<file path="src/rtl/foxtrot_pkg.sv">
// foxtrot_pkg: shared rename/reclaim types and constants
package foxtrot_pkg;
  localparam int RQ_PRN_BITS = 6;
  localparam int RQ_MAX_OPS = 3;
  localparam int ARN_INVALID = 62;
  localparam int ARN_ZERO = 63;
  typedef enum logic [1:0] {RQ_FREE, RQ_PENDING, RQ_DONE} reclaim_state_t;
  typedef struct packed {
    reclaim_state_t state;
    logic [RQ_MAX_OPS-1:0] old_valid;
    logic [RQ_MAX_OPS-1:0][RQ_PRN_BITS-1:0] old_prn;
  } reclaim_entry_t;
endpackage

</file>
<file path="src/rtl/prn_reclaim_queue.sv">
// prn_reclaim_queue: in-order buffer returning superseded PRNs to the free list at commit
module prn_reclaim_queue
  import foxtrot_pkg::*;
#(
  parameter int PRN_BITS = RQ_PRN_BITS,
  parameter int MAX_OPERANDS = RQ_MAX_OPS,
  parameter int DEPTH = 16,
  localparam int TW = $clog2(DEPTH)
) (
  input  logic                                   clk,
  input  logic                                   rst,
  input  logic                                   alloc_valid,
  input  logic [MAX_OPERANDS-1:0]                alloc_old_valid,
  input  logic [MAX_OPERANDS-1:0][PRN_BITS-1:0]  alloc_old_prn,
  output logic                                   alloc_ready,
  output logic [TW-1:0]                          alloc_tag,
  input  logic [MAX_OPERANDS-1:0]                complete_valid,
  input  logic [MAX_OPERANDS-1:0][TW-1:0]        complete_tag,
  output logic [MAX_OPERANDS-1:0]                free_valid,
  output logic [MAX_OPERANDS-1:0][PRN_BITS-1:0]  free_prns,
  output logic                                   commit_valid,
  output logic [TW-1:0]                          commit_tag,
  output logic [TW:0]                            count
);
  logic [TW:0] head, tail;
  reclaim_entry_t ent [DEPTH];
  logic full, do_alloc, do_commit;
  logic [TW-1:0] head_idx, tail_idx;
  always_comb begin
    head_idx = head[TW-1:0];
    tail_idx = tail[TW-1:0];
    full = (head[TW] != tail[TW]) && (head_idx == tail_idx);
    alloc_ready = !full;
    alloc_tag = tail_idx;
    count = tail - head;
    do_alloc = alloc_valid && !full;
    do_commit = ent[head_idx].state == RQ_DONE;
  end
  always_ff @(posedge clk) begin
    if (rst) begin
      head <= '0;
      tail <= '0;
      for (int i = 0; i < DEPTH; i++) ent[i] <= '{state: RQ_FREE, default: '0};
      free_valid <= '0;
      free_prns <= '0;
      commit_valid <= 1'b0;
      commit_tag <= '0;
    end else begin
      assert (!(alloc_valid && full));
      commit_valid <= do_commit;
      commit_tag <= do_commit ? head_idx : '0;
      free_valid <= do_commit ? ent[head_idx].old_valid : '0;
      free_prns <= do_commit ? ent[head_idx].old_prn : '0;
      // only PENDING entries complete, so duplicate or stale tags are harmless
      for (int j = 0; j < MAX_OPERANDS; j++)
        if (complete_valid[j]) begin
          assert (ent[complete_tag[j]].state == RQ_PENDING);
          if (ent[complete_tag[j]].state == RQ_PENDING) ent[complete_tag[j]].state <= RQ_DONE;
        end
      if (do_commit) begin
        ent[head_idx].state <= RQ_FREE;
        head <= head + 1'b1;
      end
      if (do_alloc) begin
        ent[tail_idx] <= '{state: RQ_PENDING, old_valid: alloc_old_valid, old_prn: alloc_old_prn};
        tail <= tail + 1'b1;
      end
    end
  end
endmodule

</file>
<file path="config.mk">
export PLATFORM = sky130hd
export DESIGN_NAME = prn_reclaim_queue
export DESIGN_NICKNAME = d
export VERILOG_FILES = /design/src/rtl/foxtrot_pkg.sv /design/src/rtl/prn_reclaim_queue.sv
export SDC_FILE = /design/constraint.sdc
export NUM_CORES = 1
export LEC_CHECK = 0
export BUFFER_PORTS_ARGS = -buffer_cell sky130_fd_sc_hd__buf_4
export CAP_MARGIN = 10
export CORE_MARGIN = 3
export CORE_UTILIZATION = 56
export DETAILED_ROUTE_END_ITERATION = 6
export PLACE_DENSITY = 0.76
export SLEW_MARGIN = 20
export SYNTH_ARGS = -nofsm -noshare
export SYNTH_HDL_FRONTEND = slang
export SYNTH_SLANG_ARGS = --single-unit
</file>
<file path="constraint.sdc">
create_clock -name clk -period 3.8 [get_ports clk]
set_input_delay 0.19 -clock clk [delete_from_list [all_inputs] [get_ports clk]]
set_output_delay 0.19 -clock clk [all_outputs]
set_load 0.01 [all_outputs]
</file>
==> impl_metrics.py, run 1 <==
metrics = {
    "sta": {
        "fin_skew_ns": 0.0153,
        "setup_violations": 0,
        "worst_pin_slew_ns": 1.05,
        "setup_tns_ns": 0,
        "fin_crit_sh": 0.931,
        "setup_slack_ns": 0.262,
        "fmax_mhz": 283,
        "relSlewSlack": 0.303,
        "finalMaxSlewViolations": 0,
        "fin_crit_ns": 3.54,
        "grt_setup_unrepaired": "no",
        "final_hold_viol_count": 0,
    },
    "worst_setup_path": {
        "path_class": "reg -> reg",
        "r2r-start": "head[3]",
        "r2r.worst_path.cells": 9,
        "regToRegSetupSlack_ns": 0.26,
        "start_kind": "flip-flop",
        "worstPathArrival_ns": 3.74,
        "required_ns": 4.00,
        "cp_max_fo": 21,
        "end_kind": "flip-flop",
        "cp-startpoint": "head[3]",
    },
    "detailed_routing": {
        "postRouteAntennaNets": 0,
        "vias": 12200,
        "drt_iter0_drc": 1425,
        "finalWirelength_um": 51300,
        "drtPass1Iterations": 6,
        "vias_per_cell": 6.31,
        "avgRoutedWirePerCell_um": 26.6,
        "drc": 0,
    },
    "yosys": {
        "syn_nets": 1457,
        "synthArstFlopShare": 0,
        "yosysWarnings": 0,
        "synth-seq-cells": 408,
        "synthDistinctLibCells": 80,
        "syn_area_um2": 19600,
        "ys_seq_area_frac": 0.590,
        "syn_inst": 1405,
        "post_synth.cell_area_avg_um2": 13.9,
        "ys.flop_type": "edfxtp_1",
        "synth_edf_count": 336,
    },
    "die": {
        "ioPinCount": 75,
        "die_w_um": 193,
        "die_h_um": 193,
        "core-area_um2": 34000,
        "std_cell_rows": 67,
        "die_area_um2": 37200,
        "start_util": 0.576,
    },
    "global_routing": {
        "grt_max_degree": 65,
        "grt_overflow": 0,
        "antenna_found_initial": 1,
        "grt_pass1_wl_um": 77800,
        "grt_pass1_vias": 12300,
        "track_usage": 0.285,
    },
    "clocking": {
        "insertion_delay_ns": 0.54,
        "clk_path_buf_depth": 3,
        "cts-root-buf": "clkbuf_16",
        "cts_buffers": 40,
        "hold_buffers": 0,
        "clock-sinks": 408,
        "cts_tree": "yes",
        "path_clk_slew_ns": 0.06,
        "h-tree-depth": 2,
        "cts_setup_buffers": 0,
        "ctsResizeCount": 0,
    },
    "power": {
        "pwr-share-seq": 0.523,
        "peakVddDrop_uv": 346,
        "power_frac_clock": 0.414,
        "leakagePower_uw": 0.00812,
        "combPwrFrac": 0.063,
        "switchingPower_uw": 2070,
        "powerDensity_nw_per_um2": 440,
        "power.internal_uw": 7580,
        "power_switching_share": 0.215,
    },
    "final_layout": {
        "drive_gt1_frac": 0.233,
        "final_area_um2": 21900,
        "layout.nets": 1506,
        "n_antenna_cell": 0,
        "area_delta_synth_final_pct": 12.1,
        "fillers": 2428,
    },
    "place": {
        "routabilityCongestion": 0.953,
        "hpwl_um": 33700,
        "dpl_cell_area_um2": 20600,
        "place_ws_ns": 0.310,
        "numPortBuffers": 74,
    },
    "hold_path": {
        "hp-class": "in -> reg",
        "hold_depth": 2,
        "hp-start": "alloc_old_prn[3]",
    },
    "status": {
        "status": "completed",
    },
    "run": {
        "cap_violations": 0,
    },
}
==> placed cells by master, fill, tap and decap left out, types with 4 or more instances in the layout <==
cell       netlist  layout
dfxtp_1         72      69
and2_1         338     338
ha_1            12      12
nor3_1          11       9
clkinv_1         0       9
nor3_2           2       4
inv_1           27      26
nand2_1         41      41
xor2_1           5       5
mux2i_1         23      23
nand3_1         16      16
a211oi_1        12      12
a41o_1           5       5
a21oi_1         17      17
clkinv_2         0       5
nand3b_1         6       6
bufinv_16        0       6
a22oi_1          4       4
edfxtp_1       336     336
o21ai_2          0      10
buf_4            4     120
a31oi_1          4       4
mux4_2         111     111
and3_1          28      28
or2_2            7       7
a21o_1           4       4
nand4_1         19      19
nor2_1          50      37
xnor2_1          7       7
clkbuf_1        83       6
o22ai_1          5       5
clkbuf_16        0      40
nor2b_1         21      21
nor4_1           6       6
nor2_2           0      12
or3_1            6       6
nand2b_1         5       5
a221oi_1         7       7
==> layer usage <==
metal,track usage,routed length (um),vias up
met5,0,13,-
met4,0.0765,1290,2
met3,0.0629,5070,81
met2,0.457,24800,616
met1,0.401,20200,6177
li1,-,-,5314
==> worst max-delay path: stages, from the launching register on <==
cell and delay, ns:
dfxtp_1 0.59, inv_1 0.20, ha_1 0.36, and4_1 0.23
a21oi_1 0.53, nand3b_1 0.50, nor2_2 0.29, inv_1 0.08
nand2_1 0.07, buf_4 0.33
==> synthesized netlist by cell type (6+ instances only) <==
cell type	n	share of area
and2_1	338	0.11
edfxtp_1	336	0.52
mux4_2	111	0.13
clkbuf_1	83	0.016
dfxtp_1	72	0.074
nor2_1	50	0.0096
nand2_1	41	0.0079
and3_1	28	0.0090
inv_1	27	0.0052
mux2i_1	23	0.012
nor2b_1	21	0.0067
nand4_1	19	0.0061
a21oi_1	17	0.0043
nand3_1	16	0.0041
a211oi_1	12	0.0046
ha_1	12	0.0077
o21ai_0	12	0.0031
buf_2	11	0.0028
nor3_1	11	0.0028
buf_1	9	0.0017
a221oi_1	7	0.0031
or2_2	7	0.0022
xnor2_1	7	0.0031
nand3b_1	6	0.0023
nor4_1	6	0.0019
or3_1	6	0.0019
==> state kept, by name, summed over array words and instances, names as in the netlist, named ones only <==
register,flops
commit_tag,4
head,5
free_valid,3
free_prns,18
commit_valid,1
ent,368
tail,5
==> cell type report <==
cell class	instances	area [um2]	share of cell area
timing repair buffer	123	961	0.0438
sequential	408	11500	0.526
clock inverter	24	279	0.0127
inverter	27	101	0.00462
tap	448	561	0.0256
multi-input combinational	854	7450	0.340
clock buffer	47	1040	0.0473
==> power by group through the flow <==
stage / registers (uW) / clock network, uW / logic (uW)
2_1_floorplan: 5120 / 0 / 373
3_3_place_gp: 5140 / 0 / 595
3_5_place_dp: 5150 / 0 / 606
4_1_cts: 5050 / 4010 / 608
5_1_grt: 5060 / 4220 / 649
6_report: 5050 / 3990 / 611
==> logic make-up after synthesis <==
family,synth area share
buffers and inverters,0.0341
DFF,0.590
xor gates and xnor gates,0.00537
and+or+nand+nor,0.178
muxes,0.145
adders and majority gates,0.00870
AOI/OAI and AO/OA,0.0395
==> worst paths after layout <==
| check | end |
|---|---|
| max | ent[5][3] |
| min | ent[0][3] |
| max reg2reg | ent[5][3] |
| min reg2reg | tail[4] |
==> metrics by stage <==
step | hold WS, ns | total power (uW) | std cells | utilization
floorplan | 0.388 | 5490 | 1405 | -
global placement | 0.515 | 5730 | 1860 | 0.607
global route | 0.0571 | 9930 | 1931 | 0.646
finish | 0.0460 | 9660 | 1931 | 0.646
detailed placement | 0.536 | 5750 | 1860 | 0.607
CTS | 0.0354 | 9670 | 1931 | 0.646
Power figures use the tool's default switching activity.
==> run 2: changes to the inputs <==
--- a/config.mk
+++ b/config.mk
@@ -8,9 +8,8 @@
 export BUFFER_PORTS_ARGS = -buffer_cell sky130_fd_sc_hd__buf_4
 export CAP_MARGIN = 10
 export CORE_MARGIN = 3
-export CORE_UTILIZATION = 56
+export CORE_UTILIZATION = 25
 export DETAILED_ROUTE_END_ITERATION = 6
-export PLACE_DENSITY = 0.76
 export SLEW_MARGIN = 20
 export SYNTH_ARGS = -nofsm -noshare
 export SYNTH_HDL_FRONTEND = slang
==> constraint.sdc (replaced) <==
create_clock -name clk -period 3.6 [get_ports clk]
set_input_delay 0.18 -clock clk [delete_from_list [all_inputs] [get_ports clk]]
set_output_delay 0.18 -clock clk [all_outputs]
set_load 0.01 [all_outputs]
==> impl_metrics.py, run 2 (synthesis gave the netlist of run 1 again) <==
metrics = {
    "die": {
        "die_area_um2": 81600,
        "die_w_um": 286,
        "std_cell_rows": 101,
        "ioPinCount": 75,
        "start_util": 0.255,
        "die_h_um": 286,
        "core-area_um2": 76700,
    },
    "place": {
        "routabilityCongestion": 0.877,
        "numPortBuffers": 74,
        "place_ws_ns": 0.588,
        "hpwl_um": 37000,
        "dpl_cell_area_um2": 21300,
    },
    "clocking": {
        "cts_setup_buffers": 0,
        "clk_path_buf_depth": 3,
        "cts-root-buf": "clkbuf_16",
        "hold_buffers": 0,
        "insertion_delay_ns": 0.56,
        "cts_buffers": 42,
        "clock-sinks": 408,
        "ctsResizeCount": 0,
        "path_clk_slew_ns": 0.06,
        "h-tree-depth": 2,
        "cts_tree": "yes",
    },
    "global_routing": {
        "grt_max_degree": 80,
        "track_usage": 0.133,
        "grt_pass1_vias": 12100,
        "antenna_found_initial": 4,
        "grt_overflow": 0,
        "grt_pass1_wl_um": 81500,
    },
    "detailed_routing": {
        "drc": 0,
        "drt_iter0_drc": 1380,
        "avgRoutedWirePerCell_um": 22.1,
        "vias": 12000,
        "vias_per_cell": 4.78,
        "drtPass1Iterations": 5,
        "dr.max_layer_used": "met4",
        "route.met3.wl_um": 4070,
        "dr_wl_met2_um": 27500,
        "met1_length_um": 22600,
        "finalWirelength_um": 55700,
        "postRouteAntennaNets": 0,
    },
    "final_layout": {
        "final_cell_mix": "and2_1 (338), edfxtp_1 (336), buf_4 (123)",
        "final_common_cell": "and2_1",
        "fillers": 7648,
        "drive_gt1_frac": 0.236,
        "largest_reg_flops": 368,
        "area_delta_synth_final_pct": 15.8,
        "reg_top3": "ent x368, free_prns x18",
        "final_area_um2": 22600,
        "regArea_um2": 11500,
        "max_flop_register": "ent",
        "fin_util": 0.295,
        "multi_input_area_um2": 7450,
        "layout.nets": 1509,
        "n_antenna_cell": 0,
    },
    "worst_setup_path": {
        "r2r.worst_path.cells": 8,
        "slowest_stage": "dfxtp_1",
        "regToRegSetupSlack_ns": 0.58,
        "r2r-start": "head[3]",
        "crit_buf_inv": 2,
        "path_class": "reg -> reg",
        "crit_path_end": "ent[0][4]",
        "required_ns": 3.82,
        "cp_common_cell": "nand2_1",
        "worstPathCellList": "inv_1 -> ha_1 -> and4_1 -> nand2_1 -> nand2_1 -> or3_1 -> o21ai_2 -> buf_4",
        "cp_max_fo": 21,
        "worstPathArrival_ns": 3.25,
        "end_kind": "flip-flop",
        "cp-startpoint": "head[3]",
        "cp_top_family": "simple AND/OR/NAND/NOR gates",
        "r2r_end": "ent[0][4]",
        "slowest_delay_ns": 0.58,
        "cp.depth": 8,
        "start_kind": "flip-flop",
    },
    "power": {
        "switchingPower_uw": 2340,
        "powerDensity_nw_per_um2": 453,
        "power_frac_clock": 0.417,
        "power.internal_uw": 7920,
        "pwr-share-seq": 0.519,
        "power_switching_share": 0.228,
        "combPwrFrac": 0.063,
        "leakagePower_uw": 0.00812,
        "peakVddDrop_uv": 262,
    },
    "sta": {
        "fmax_mhz": 331,
        "finalMaxSlewViolations": 0,
        "worst_pin_slew_ns": 0.842,
        "relSlewSlack": 0.437,
        "grt_setup_unrepaired": "no",
        "final_hold_viol_count": 0,
        "setup_slack_ns": 0.576,
        "fin_crit_sh": 0.840,
        "fin_skew_ns": 0.0190,
        "setup_violations": 0,
        "fin_crit_ns": 3.02,
        "hold_slack_ns": 0.0193,
    },
    "status": {
        "status": "completed",
    },
    "hold_path": {
        "hp-class": "in -> reg",
        "hp-start": "alloc_old_prn[11]",
    },
    "run": {
        "cap_violations": 0,
    },
}
run 2: cell types whose count changed in the layout (fill, tap and decap cells not counted):
cell | before | now
buf_4 | 120 | 123
bufinv_16 | 6 | 3
clkinv_2 | 5 | 9
buf_12 | 3 | 1
clkbuf_16 | 40 | 42
clkbuf_1 | 6 | 9
clkinvlp_4 | 2 | 3
clkinv_1 | 9 | 6
inv_16 | 0 | 1
run 2: per-stage QoR:
step | TNS (ns) | cells | total power (uW)
6_report | 0 | 2519 | 10300
5_1_grt | 0 | 2519 | 10600
4_1_cts | 0 | 2519 | 10300
3_5_place_dp | 0 | 2443 | 6090
3_3_place_gp | 0 | 2443 | 6070
2_1_floorplan | -18.60 | 1405 | 5800
run 2: final cells by class:
| class | count | area share |
|---|---|---|
| repair buffers | 124 | 0.0417 |
| well taps | 1030 | 0.0569 |
| flip-flops and latches | 408 | 0.510 |
| clock buffers | 52 | 0.0485 |
| multi-input cells | 854 | 0.329 |
| clock inverters | 24 | 0.00994 |
| inverters | 27 | 0.00447 |
run 2: worst min path at each step:
stage | end | slack [ns] | depth (start not counted)
final | ent[9][11] | 0.02 | 2
after global routing | ent[13][11] | 0.03 | 2
after CTS | ent[9][11] | 0.002 | 2
after detailed placement | tail[4] | 0.52 | 2
after global placement | tail[4] | 0.51 | 2
after floorplan | ent[0][14] | 0.38 | 1
run 2: routing by layer:
metal,GRT usage,vias to the layer above
met3,0.0265,80
li1,-,5331
met5,0,-
met4,0.0425,0
met2,0.228,461
met1,0.169,6176
run 2: power groups by stage:
stage          Clock (uW)  Sequential, uW  Combinational (uW)
6_report             4280            5330                 651
5_1_grt              4540            5340                 698
4_1_cts              4340            5330                 657
3_5_place_dp            0            5430                 655
3_3_place_gp            0            5420                 648
2_1_floorplan           0            5400                 395
==> run 3: changes to the inputs <==
==> constraint.sdc (replaced) <==
create_clock -name clk -period 3 [get_ports clk]
set_input_delay 0.15 -clock clk [delete_from_list [all_inputs] [get_ports clk]]
set_output_delay 0.15 -clock clk [all_outputs]
set_load 0.01 [all_outputs]
==> impl_metrics.py, run 3 (synthesis gave the netlist of run 1 again) <==
metrics = {
    "status": {
        "status": "completed",
    },
    "die": {
        "core-area_um2": 76700,
        "die_h_um": 286,
        "std_cell_rows": 101,
        "ioPinCount": 75,
        "die_w_um": 286,
        "start_util": 0.255,
        "die_area_um2": 81600,
    },
    "sta": {
        "setup_tns_ns": 0,
        "fin_crit_sh": 0.893,
        "grt_setup_unrepaired": "no",
        "fin_crit_ns": 2.68,
        "final_hold_viol_count": 0,
        "finalMaxSlewViolations": 0,
        "fmax_mhz": 373,
        "fin_skew_ns": 0.0266,
        "worst_pin_slew_ns": 0.795,
        "setup_violations": 0,
        "relSlewSlack": 0.470,
    },
    "worst_setup_path": {
        "cp_max_fo": 21,
        "required_ns": 3.24,
        "r2r-start": "tail[0]",
        "worstPathArrival_ns": 2.92,
        "r2r_end": "ent[1][20]",
        "start_kind": "flip-flop",
        "slowest_delay_ns": 0.53,
        "r2r.worst_path.cells": 8,
        "slowest_stage": "or3_1",
        "cp_common_cell": "nand2_1",
        "worstPathCellList": "inv_1 -> ha_1 -> and4_1 -> nand2_1 -> nand2_1 -> or3_1 -> o21ai_2 -> buf_12",
        "path_class": "reg -> reg",
        "regToRegSetupSlack_ns": 0.32,
        "end_kind": "flip-flop",
    },
    "place": {
        "routabilityCongestion": 0.908,
        "numPortBuffers": 74,
        "dpl_cell_area_um2": 21600,
        "hpwl_um": 36900,
    },
    "power": {
        "power.internal_uw": 9540,
        "peakVddDrop_uv": 362,
        "power_switching_share": 0.229,
        "powerDensity_nw_per_um2": 534,
        "leakagePower_uw": 0.00836,
        "combPwrFrac": 0.067,
        "power_frac_clock": 0.416,
        "switchingPower_uw": 2830,
        "pwr-share-seq": 0.516,
    },
    "detailed_routing": {
        "vias_per_cell": 4.75,
        "finalWirelength_um": 57300,
        "drt_iter0_drc": 1318,
        "postRouteAntennaNets": 0,
        "drc": 0,
        "avgRoutedWirePerCell_um": 22.4,
        "drtPass1Iterations": 5,
        "vias": 12100,
    },
    "final_layout": {
        "largest_reg_flops": 368,
        "area_delta_synth_final_pct": 18.4,
        "final_common_cell": "and2_1",
        "reg_top3": "ent x368, free_prns x18",
        "final_area_um2": 23200,
        "drive_gt1_frac": 0.242,
        "layout.nets": 1544,
        "fillers": 7632,
        "final_cell_mix": "and2_1 (338), edfxtp_1 (336), buf_4 (126)",
        "max_flop_register": "ent",
    },
    "global_routing": {
        "track_usage": 0.139,
        "grt_pass1_vias": 12600,
        "grt_overflow": 0,
        "grt_pass1_wl_um": 84800,
        "grt_max_degree": 47,
        "antenna_found_initial": 6,
    },
    "clocking": {
        "cts_tree": "yes",
        "cts-root-buf": "clkbuf_16",
        "path_clk_slew_ns": 0.06,
        "h-tree-depth": 2,
        "ctsResizeCount": 0,
        "cts_buffers": 42,
        "insertion_delay_ns": 0.57,
        "hold_buffers": 20,
        "clk_path_buf_depth": 3,
        "cts_setup_buffers": 0,
        "clock-sinks": 408,
    },
    "hold_path": {
        "hold_depth": 2,
        "hold_end": "ent[9][0]",
        "hp-start": "alloc_old_prn[0]",
        "hp-class": "in -> reg",
    },
    "run": {
        "cap_violations": 0,
    },
}
run 3: changes by cell type in the layout (fill, tap and decap cells not counted), moves of 3 or more:
cell           before  now
dlygate4sd3_1       0   20
buf_12              1   13
buf_4             123  126
clkinvlp_4          3    0
run 3: how the worst max path moves through the flow:
stage | from | endpoint | slack (ns) | depth (start not counted)
after floorplan | head[3] | ent[7][0] | -0.25 | 7
after global placement | tail[0] | ent[1][8] | 0.39 | 8
after detailed placement | tail[0] | ent[1][5] | 0.32 | 8
after CTS | tail[0] | ent[1][20] | 0.31 | 8
after global routing | tail[0] | ent[1][20] | 0.15 | 8
final | tail[0] | ent[1][20] | 0.32 | 8
run 3: metrics by stage:
stage,total power [uW],instances,hold WS [ns],setup WS (ns),util
floorplan,6960,1405,0.348,-0.247,-
global placement,7310,2458,0.489,0.388,0.282
detailed placement,7330,2458,0.498,0.321,0.282
CTS,12500,2556,0.00257,0.306,0.302
global route,12800,2557,0.0240,0.146,0.302
finish,12400,2558,0.0188,0.320,0.302
run 3: cell type report:
cell class / instances / area [um2] / share of cell area
clock buffers: 57 / 1180 / 0.0509
flip-flops and latches: 408 / 11500 / 0.498
clock inverters: 21 / 181 / 0.00783
inverters: 27 / 101 / 0.00438
repair buffers: 159 / 1410 / 0.0607
multi-input cells: 854 / 7460 / 0.322
well taps: 1030 / 1290 / 0.0556
diodes: 2 / 5.00 / 0.000216
run 3: critical path: cells and delay by family, from the launching register on:
family / cells / cell delay [ns]
simple gates: 4 / 0.97
flops: 1 / 0.44
fa+ha+maj: 1 / 0.32
buf+inv: 2 / 0.35
compound gates: 1 / 0.26
run 3: metal layers:
metal,wire length [um],up-vias,global-route usage
li1,-,5403,-
met1,22200,6219,0.171
met2,29400,416,0.244
met3,3580,106,0.0228
met4,2060,2,0.0539
met5,13,-,0
run 3: power groups by stage:
stage | Clock, uW | Combinational, uW | Sequential, uW
2_1_floorplan | 0 | 478 | 6480
3_3_place_gp | 0 | 807 | 6500
3_5_place_dp | 0 | 818 | 6510
4_1_cts | 5250 | 844 | 6390
5_1_grt | 5470 | 891 | 6410
6_report | 5150 | 834 | 6390
